### src/rtl/cipher_pkg.sv
// Shared types and constants for the byte-stream cipher.
package cipher_pkg;

  localparam int KEY_W  = 32;
  localparam int DATA_W = 8;
  localparam int CNT_W  = 16;

  localparam logic [KEY_W-1:0] POLY         = 32'h80200003;
  // An all-zero Galois LFSR never leaves zero, so a zero key is replaced by this seed.
  localparam logic [KEY_W-1:0] DEFAULT_SEED = 32'h00000001;

  typedef enum logic [1:0] {
    IDLE  = 2'd0,
    SEED  = 2'd1,
    RUN   = 2'd2,
    DRAIN = 2'd3
  } cipher_state_t;

  // One right-shift Galois step: feedback taps are applied when the bit shifted out is 1.
  function automatic logic [KEY_W-1:0] lfsr_step(input logic [KEY_W-1:0] s);
    return (s >> 1) ^ (s[0] ? POLY : {KEY_W{1'b0}});
  endfunction

endpackage

### src/rtl/keystream_lfsr.sv
// Keystream generator: owns the Galois LFSR register.
module keystream_lfsr
  import cipher_pkg::*;
(
  input  logic             clk,
  input  logic             rst,
  input  logic             load,
  input  logic [KEY_W-1:0] seed,
  input  logic             advance,
  output logic [KEY_W-1:0] state
);

  logic [KEY_W-1:0] lfsr_d;
  logic [KEY_W-1:0] lfsr_q;

  // Next state: a load wins over an advance; otherwise hold.
  always_comb begin
    lfsr_d = lfsr_q;
    if (load) begin
      lfsr_d = seed;
    end else if (advance) begin
      lfsr_d = lfsr_step(lfsr_q);
    end
  end

  // LFSR register, cleared by reset so the keystream restarts at the next seed.
  always_ff @(posedge clk or negedge rst) begin
    if (!rst) begin
      lfsr_q <= '0;
    end else begin
      lfsr_q <= lfsr_d;
    end
  end

  assign state = lfsr_q;

endmodule

### src/rtl/stream_cipher_core.sv
// Byte-stream XOR cipher: session FSM, valid/ready handshake, one-entry
// output register and processed-byte counter. Encrypt and decrypt are identical.
//
//  state | meaning
//  IDLE  | waiting for op_en
//  SEED  | load LFSR from key (or default seed), clear byte counter
//  RUN   | accepting and processing bytes
//  DRAIN | op_en dropped; no new input, wait for pending output to leave
module stream_cipher_core
  import cipher_pkg::*;
(
  input  logic              clk,
  input  logic              rst,
  input  logic              op_en,
  input  logic [KEY_W-1:0]  key,
  input  logic [DATA_W-1:0] in_data,
  input  logic              in_valid,
  output logic              in_ready,
  output logic [DATA_W-1:0] out_data,
  output logic              out_valid,
  input  logic              out_ready,
  output logic              busy,
  output logic [CNT_W-1:0]  byte_count
);

  cipher_state_t     state_d, state_q;
  logic [DATA_W-1:0] out_data_d, out_data_q;
  logic              out_valid_d, out_valid_q;
  logic [CNT_W-1:0]  byte_count_d, byte_count_q;

  logic              accept;
  logic              pop;
  logic              lfsr_load;
  logic [KEY_W-1:0]  lfsr_seed;
  logic [KEY_W-1:0]  lfsr_state;

  // Handshake qualifiers; input is only taken when the output slot is free or leaving.
  always_comb begin
    in_ready  = (state_q == RUN) && (!out_valid_q || out_ready);
    accept    = in_valid && in_ready;
    pop       = out_valid_q && out_ready;
    lfsr_load = (state_q == SEED);
    lfsr_seed = (key == '0) ? DEFAULT_SEED : key;
  end

  keystream_lfsr u_keystream (
    .clk     (clk),
    .rst     (rst),
    .load    (lfsr_load),
    .seed    (lfsr_seed),
    .advance (accept),
    .state   (lfsr_state)
  );

  // Session sequencing, output register and counter next-state.
  always_comb begin
    state_d      = state_q;
    out_data_d   = out_data_q;
    out_valid_d  = out_valid_q;
    byte_count_d = byte_count_q;

    unique case (state_q)
      IDLE: begin
        if (op_en) state_d = SEED;
      end
      SEED: begin
        byte_count_d = '0;
        state_d      = RUN;
      end
      RUN: begin
        // A byte accepted in the same cycle op_en falls is still processed.
        if (!op_en) state_d = DRAIN;
      end
      DRAIN: begin
        if (!out_valid_q || out_ready) state_d = IDLE;
      end
      default: state_d = IDLE;
    endcase

    if (accept) begin
      out_data_d   = in_data ^ lfsr_state[DATA_W-1:0];
      out_valid_d  = 1'b1;
      byte_count_d = byte_count_q + 1'b1;
    end else if (pop) begin
      out_valid_d = 1'b0;
    end
  end

  // State and registered outputs.
  always_ff @(posedge clk or negedge rst) begin
    if (!rst) begin
      state_q      <= IDLE;
      out_data_q   <= '0;
      out_valid_q  <= 1'b0;
      byte_count_q <= '0;
    end else begin
      state_q      <= state_d;
      out_data_q   <= out_data_d;
      out_valid_q  <= out_valid_d;
      byte_count_q <= byte_count_d;
    end
  end

  assign out_data   = out_data_q;
  assign out_valid  = out_valid_q;
  assign byte_count = byte_count_q;
  assign busy       = (state_q != IDLE);

endmodule
### config.mk
export PLATFORM = sky130hd
export DESIGN_NAME = stream_cipher_core
export DESIGN_NICKNAME = d
export VERILOG_FILES = /design/src/rtl/cipher_pkg.sv /design/src/rtl/keystream_lfsr.sv /design/src/rtl/stream_cipher_core.sv
export SDC_FILE = /design/constraint.sdc
export NUM_CORES = 1
export LEC_CHECK = 0
export CAP_MARGIN = 20
export CORE_ASPECT_RATIO = 1.4
export CORE_MARGIN = 2
export CORE_UTILIZATION = 44
export CTS_CLUSTER_SIZE = 12
export DETAILED_ROUTE_END_ITERATION = 10
export GPL_ROUTABILITY_DRIVEN = 0
export HOLD_SLACK_MARGIN = 0.08
export PLACE_DENSITY_LB_ADDON = 0.25
export SETUP_SLACK_MARGIN = 0.4
export SYNTH_ARGS = -nofsm -noshare
export SYNTH_HDL_FRONTEND = slang
export SYNTH_SLANG_ARGS = --single-unit
### constraint.sdc
create_clock -name clk -period 4.1 [get_ports clk]
set_input_delay 0.82 -clock clk [delete_from_list [all_inputs] [get_ports clk]]
set_output_delay 0.82 -clock clk [all_outputs]
set_load 0.02 [all_outputs]
==> results of run 1 <==
## where the power goes
part	leakage (nW)	internal [mW]	switching (mW)
combinational	0.921	0.472	0.524
clock	0.0946	0.272	0.221
sequential	0.756	0.802	0.153
## layout make-up
class,instances,area [um^2]
Sequential cell,59,1480
Inverter,5,18.8
Timing Repair Buffer,76,743
Clock buffer,9,124
Clock inverter,6,57.6
Tap cell,92,115
Fill cell,570,2650
Multi-Input combinational cell,228,1420
## cells in the mapped netlist (2+ instances only)
cell,n
sky130_fd_sc_hd__and4_1,4
sky130_fd_sc_hd__buf_2,4
sky130_fd_sc_hd__nor4_1,8
sky130_fd_sc_hd__o211ai_1,2
sky130_fd_sc_hd__mux2i_1,30
sky130_fd_sc_hd__nor2b_1,2
sky130_fd_sc_hd__nor2_1,4
sky130_fd_sc_hd__nor3_1,3
sky130_fd_sc_hd__nand3b_1,2
sky130_fd_sc_hd__clkbuf_1,11
sky130_fd_sc_hd__a31oi_1,8
sky130_fd_sc_hd__a22o_1,2
sky130_fd_sc_hd__or3_1,2
sky130_fd_sc_hd__a21oi_1,7
sky130_fd_sc_hd__a41oi_1,3
sky130_fd_sc_hd__xnor2_1,11
sky130_fd_sc_hd__o21ai_0,20
sky130_fd_sc_hd__a21o_1,4
sky130_fd_sc_hd__o21ai_1,30
sky130_fd_sc_hd__buf_4,3
sky130_fd_sc_hd__and2_1,2
sky130_fd_sc_hd__nand2_1,54
sky130_fd_sc_hd__nand2b_1,2
sky130_fd_sc_hd__dfrtp_1,59
sky130_fd_sc_hd__ha_1,5
sky130_fd_sc_hd__inv_1,5
sky130_fd_sc_hd__nand4_1,4
sky130_fd_sc_hd__nand3_1,9
## layout by cell type, fill, tap and decap left out, types with 3 or more instances in the layout
cell	n
sky130_fd_sc_hd__clkdlybuf4s50_1	70
sky130_fd_sc_hd__dfrtp_1	59
sky130_fd_sc_hd__nand2_1	54
sky130_fd_sc_hd__o21ai_1	30
sky130_fd_sc_hd__mux2i_1	30
sky130_fd_sc_hd__o21ai_0	20
sky130_fd_sc_hd__xnor2_1	11
sky130_fd_sc_hd__nand3_1	9
sky130_fd_sc_hd__clkbuf_8	9
sky130_fd_sc_hd__a31oi_1	8
sky130_fd_sc_hd__nor4_1	8
sky130_fd_sc_hd__a21oi_1	7
sky130_fd_sc_hd__inv_1	5
sky130_fd_sc_hd__buf_4	5
sky130_fd_sc_hd__nor2_1	4
sky130_fd_sc_hd__and4_1	4
sky130_fd_sc_hd__nand4_1	4
sky130_fd_sc_hd__a21o_1	4
sky130_fd_sc_hd__ha_1	4
sky130_fd_sc_hd__clkinv_2	4
sky130_fd_sc_hd__a41oi_1	3
sky130_fd_sc_hd__nor3_1	3
## worst min path at each step
stage / from / to / slack (ns) / depth (start not counted)
final: out_data[6] / out_data[6] / 0.48 / 2
after global routing: out_data[5] / out_data[5] / 0.53 / 2
after CTS: out_data[6] / out_data[6] / 0.49 / 2
after detailed placement: out_data[6] / out_data[6] / 0.48 / 2
after global placement: out_data[7] / out_data[7] / 0.47 / 2
after floorplan: u_keystream.state[31] / u_keystream.state[31] / 0.51 / 2
## stage by stage
step | setup slack, ns | hold slack, ns
finish | 1.05 | 0.480
global placement | 1.06 | 0.467
floorplan | 2.03 | 0.515
CTS | 1.04 | 0.491
global route | 0.965 | 0.532
detailed placement | 1.04 | 0.477
## flip-flops by register name (all words and copies together), names as in the netlist
register	flops
byte_count	16
out_data	8
out_valid	1
state_q	2
u_keystream.state	32
## logic make-up after synthesis
kind of cell	synth area share (%)
fa+ha+maj	2.08
xor+xnor	3.20
flops	49.0
compound gates	15.2
simple gates	16.4
mux	10.3
buf+inv	3.78
## critical path, stage by stage
cell	delay, ns
sky130_fd_sc_hd__clkdlybuf4s50_1	0.47
sky130_fd_sc_hd__nand2b_1	0.20
sky130_fd_sc_hd__and2_1	0.15
sky130_fd_sc_hd__clkdlybuf4s50_1	0.59
## per-layer routing
layer | track usage [%] | up-vias | wire length [um]
li1 | - | 1249 | -
met1 | 24.9 | 1197 | 2840
met2 | 31.0 | 70 | 3340
met3 | 3.06 | 10 | 223
met4 | 8.81 | 0 | 118
met5 | 0 | - | 0
==> flow_summary.yaml, run 1 <==
setup_path:
  required_ns: 3.28
  critical_path.max_fanout: 5
  worst_setup_path_start_kind: "primary input"
  r2r_slack_ns: 1.92
  timing.setup.critical_path_class: "primary input to primary output"
  crit_path_capture: "in_ready"
  setup.worst_path.start: "out_ready"
  worst-endpoint-arrival_ns: 2.23
  r2r.worst_path.cells: 7
  critical_path.endpoint_type: "primary output"
  regToRegStartpoint: "state_q[0]"
  worstReg2RegEnd: "u_keystream.state[12]"
global_routing:
  grt_max_degree: 68
  antenna_found_initial: 0
  grt_use_total_pct: 19.1
  overflow: 0
  grt_pass1_wl_mm: 11.0
  grt_pass1_vias: 2346
placement:
  io_buffers: 71
  placed_cell_area_um2: 3780
  post-dp-hpwl_mm: 4.75
  dp.cells: 460
synth:
  synth_nets: 361
  synthesis.area_per_instance_um2: 9.68
  synth_cell_types: 39
  synth_enable_flop_cells: 0
  postSynthCellCount: 311
  synth_sequential_area_ratio_pct: 49.0
  synth_area_leader_cell: "sky130_fd_sc_hd__dfrtp_1"
  yosys_register_bits: 59
  ys_top_cells_by_area: "sky130_fd_sc_hd__dfrtp_1, sky130_fd_sc_hd__mux2i_1, sky130_fd_sc_hd__nand2_1, sky130_fd_sc_hd__o21ai_1, sky130_fd_sc_hd__o21ai_0"
  synth_async_sr_flop_share_pct: 100
  yosys_warnings: 0
  yosys_most_used_dff: "sky130_fd_sc_hd__dfrtp_1"
  synth_top_area_share_pct: 49.0
  synth_area_um2: 3010
floorplan:
  core_area_um2: 6610
  io-pin-count: 72
  start_util_pct: 45.5
  die-width_um: 73.9
  overall_die_height_um: 102
  die_area_um2: 7530
  rows: 35
timing:
  worst-slew-pin-transition_ns: 0.676
  maxClockFrequency_ghz: 0.328
  max_slew_margin_pct: 55.0
  rsz0062_at_grt: "no"
  final.setup_skew_ns: 0.00548
  timing_max_transition_violations_final: 0
  period_needed_ns: 3.05
  final-setup-viol-count: 0
  hold_viol_final: 0
  timing.setup.tns_ns: 0
  post-route-period-util_pct: 74.4
detailed_routing:
  drt-pass1-iter-count: 4
  postRouteWirelength_mm: 6.52
  drt_drc: 0
  vias: 2526
  routedWlPerCell_um: 13.7
  drt.antenna.violating_nets: 0
  drt-vias-per-instance: 5.32
  detail_route.iter0.violations: 106
status:
  run_status: "finished clean"
power:
  power_density_over_cell_area_nw_per_um2: 617
  fin_total_pwr_mw: 2.44
  worst_ir_drop_vdd_mv: 0.278
  p_leak_nw: 1.77
clock_tree:
  tritoncts: "built"
  clock_latency_reported_for_the_late_side_of_the_worst_skew_pair_ns: 0.33
  cts-root-to-sink-buffers: 2
  cts.hold.buffers_added: 0
  cts_resized: 0
  numCtsBuffers: 9
  cts.sinks: 59
  cts.reportedPaths.clkPinSlew_ns: 0.06
  htree_num_levels: 3
  setup_bufs_post_cts: 0
  ctsRootBufferMaster: "sky130_fd_sc_hd__clkbuf_8"
layout:
  post_layout_nonfiller_instances: 475
  area_delta_synth_final_pct: 31.5
  finalCoreUtilization_pct: 59.9
  share_of_final_layout_standard_cells_stronger_than_drive_strength_1_pct: 6.79
  design_area_um2: 3960
  nets: 429
  insertedDiodeCount: 0
job:
  cap_violations: 0
hold_path:
  hold_class: "flip-flop to flip-flop"
Note: power is estimated with default switching activity, not from simulation.
==> run 2: changes to the inputs <==
Clock period 4.1 ns to 2.88 ns, I/O delays scaled along.
==> flow_summary.yaml, run 2 (synthesis gave the netlist of run 1 again) <==
status:
  run_status: "finished clean"
layout:
  nets: 433
  design_area_um2: 3990
  share_of_final_layout_standard_cells_stronger_than_drive_strength_1_pct: 7.49
  finalCoreUtilization_pct: 60.3
  largest_register_ff_count: 32
  post_layout_nonfiller_instances: 479
  area_delta_synth_final_pct: 32.3
  mostFrequentLayoutCell: "sky130_fd_sc_hd__clkdlybuf4s50_1"
  insertedDiodeCount: 0
  commonest_cells_after_routing_fill_and_taps_aside: "sky130_fd_sc_hd__clkdlybuf4s50_1, sky130_fd_sc_hd__dfrtp_1, sky130_fd_sc_hd__nand2_1"
timing:
  finalWorstSetupSlack_ns: 0.577
  rsz0062_at_grt: "no"
  max_slew_margin_pct: 52.1
  hold_viol_final: 0
  worst-slew-pin-transition_ns: 0.718
  timing.setup.tns_ns: 0
  timing_max_transition_violations_final: 0
  final.setup_skew_ns: 0.00929
  maxClockFrequency_ghz: 0.434
  post-route-period-util_pct: 80.0
  period_needed_ns: 2.30
  finalHoldWorstSlack_ns: 0.164
  final-setup-viol-count: 0
global_routing:
  antenna_found_initial: 0
  grt_use_total_pct: 19.7
  grt_max_degree: 30
  grt_pass1_wl_mm: 11.4
  grt_pass1_vias: 2543
  overflow: 0
clock_tree:
  cts.reportedPaths.clkPinSlew_ns: 0.07
  tritoncts: "built"
  numCtsBuffers: 9
  cts.sinks: 59
  setup_bufs_post_cts: 0
  cts-root-to-sink-buffers: 2
  clock_latency_reported_for_the_late_side_of_the_worst_skew_pair_ns: 0.33
  htree_num_levels: 3
  ctsRootBufferMaster: "sky130_fd_sc_hd__clkbuf_8"
  cts.hold.buffers_added: 0
  cts_resized: 1
hold_path:
  hold_class: "primary input to async pin"
floorplan:
  die_area_um2: 7530
  rows: 35
  core_area_um2: 6610
  overall_die_height_um: 102
  start_util_pct: 45.5
  io-pin-count: 72
  die-width_um: 73.9
placement:
  io_buffers: 71
  dp.cells: 464
  placed_cell_area_um2: 3810
  dp_slack_ns: 0.312
  post-dp-hpwl_mm: 4.97
setup_path:
  timing.setup.critical_path_class: "flip-flop to primary output"
  critical_path.endpoint_type: "primary output"
  required_ns: 2.30
  critical_path.max_fanout: 4
  worst-endpoint-arrival_ns: 1.73
  worst_setup_path_start_kind: "flip-flop"
  r2r.worst_path.cells: 7
detailed_routing:
  drt-pass1-iter-count: 4
  postRouteWirelength_mm: 6.71
  vias: 2552
  detail_route.iter0.violations: 198
  drt.antenna.violating_nets: 0
  routedWlPerCell_um: 14.0
  drt-vias-per-instance: 5.33
  drt_drc: 0
power:
  power_density_over_cell_area_nw_per_um2: 874
  p_leak_nw: 1.79
  fin_total_pwr_mw: 3.48
  worst_ir_drop_vdd_mv: 0.362
job:
  cap_violations: 0
[run 2: where the power goes]
part / switching, mW / internal (mW) / total, mW
clock network: 0.311 / 0.376 / 0.686
registers: 0.217 / 1.14 / 1.36
logic: 0.752 / 0.686 / 1.44
total: 1.28 / 2.20 / 3.48
[run 2: cell type report]
type                       instances  area (um^2)
sequential                        59         1480
inverter                           5         18.8
timing repair buffer              80          772
fill                             561         2630
clock buffer                      13          169
tap                               92          115
multi-input combinational        228         1420
clock inverter                     2         10.0
[run 2: critical path, stage by stage, from the launching register on]
cell and delay, ns:
sky130_fd_sc_hd__dfrtp_1 0.40, sky130_fd_sc_hd__inv_1 0.08, sky130_fd_sc_hd__ha_1 0.24, sky130_fd_sc_hd__inv_1 0.08, sky130_fd_sc_hd__clkdlybuf4s50_1 0.60
[run 2: final timing paths]
kind,startpoint,endpoint,slack (ns)
max,state_q[0],busy,0.58
min,rst,byte_count[7],0.16
max reg2reg,state_q[0],u_keystream.state[9],0.96
min reg2reg,out_data[2],out_data[2],0.48
max in group asynchronous,rst,u_keystream.state[13],2.05
min in group clk,out_data[2],out_data[2],0.48
[run 2: layer usage]
layer / GRT usage [%] / wire (um)
met4: 6.01 / 78
met1: 24.9 / 2980
met5: 0 / 0
met3: 5.72 / 310
met2: 32.5 / 3340
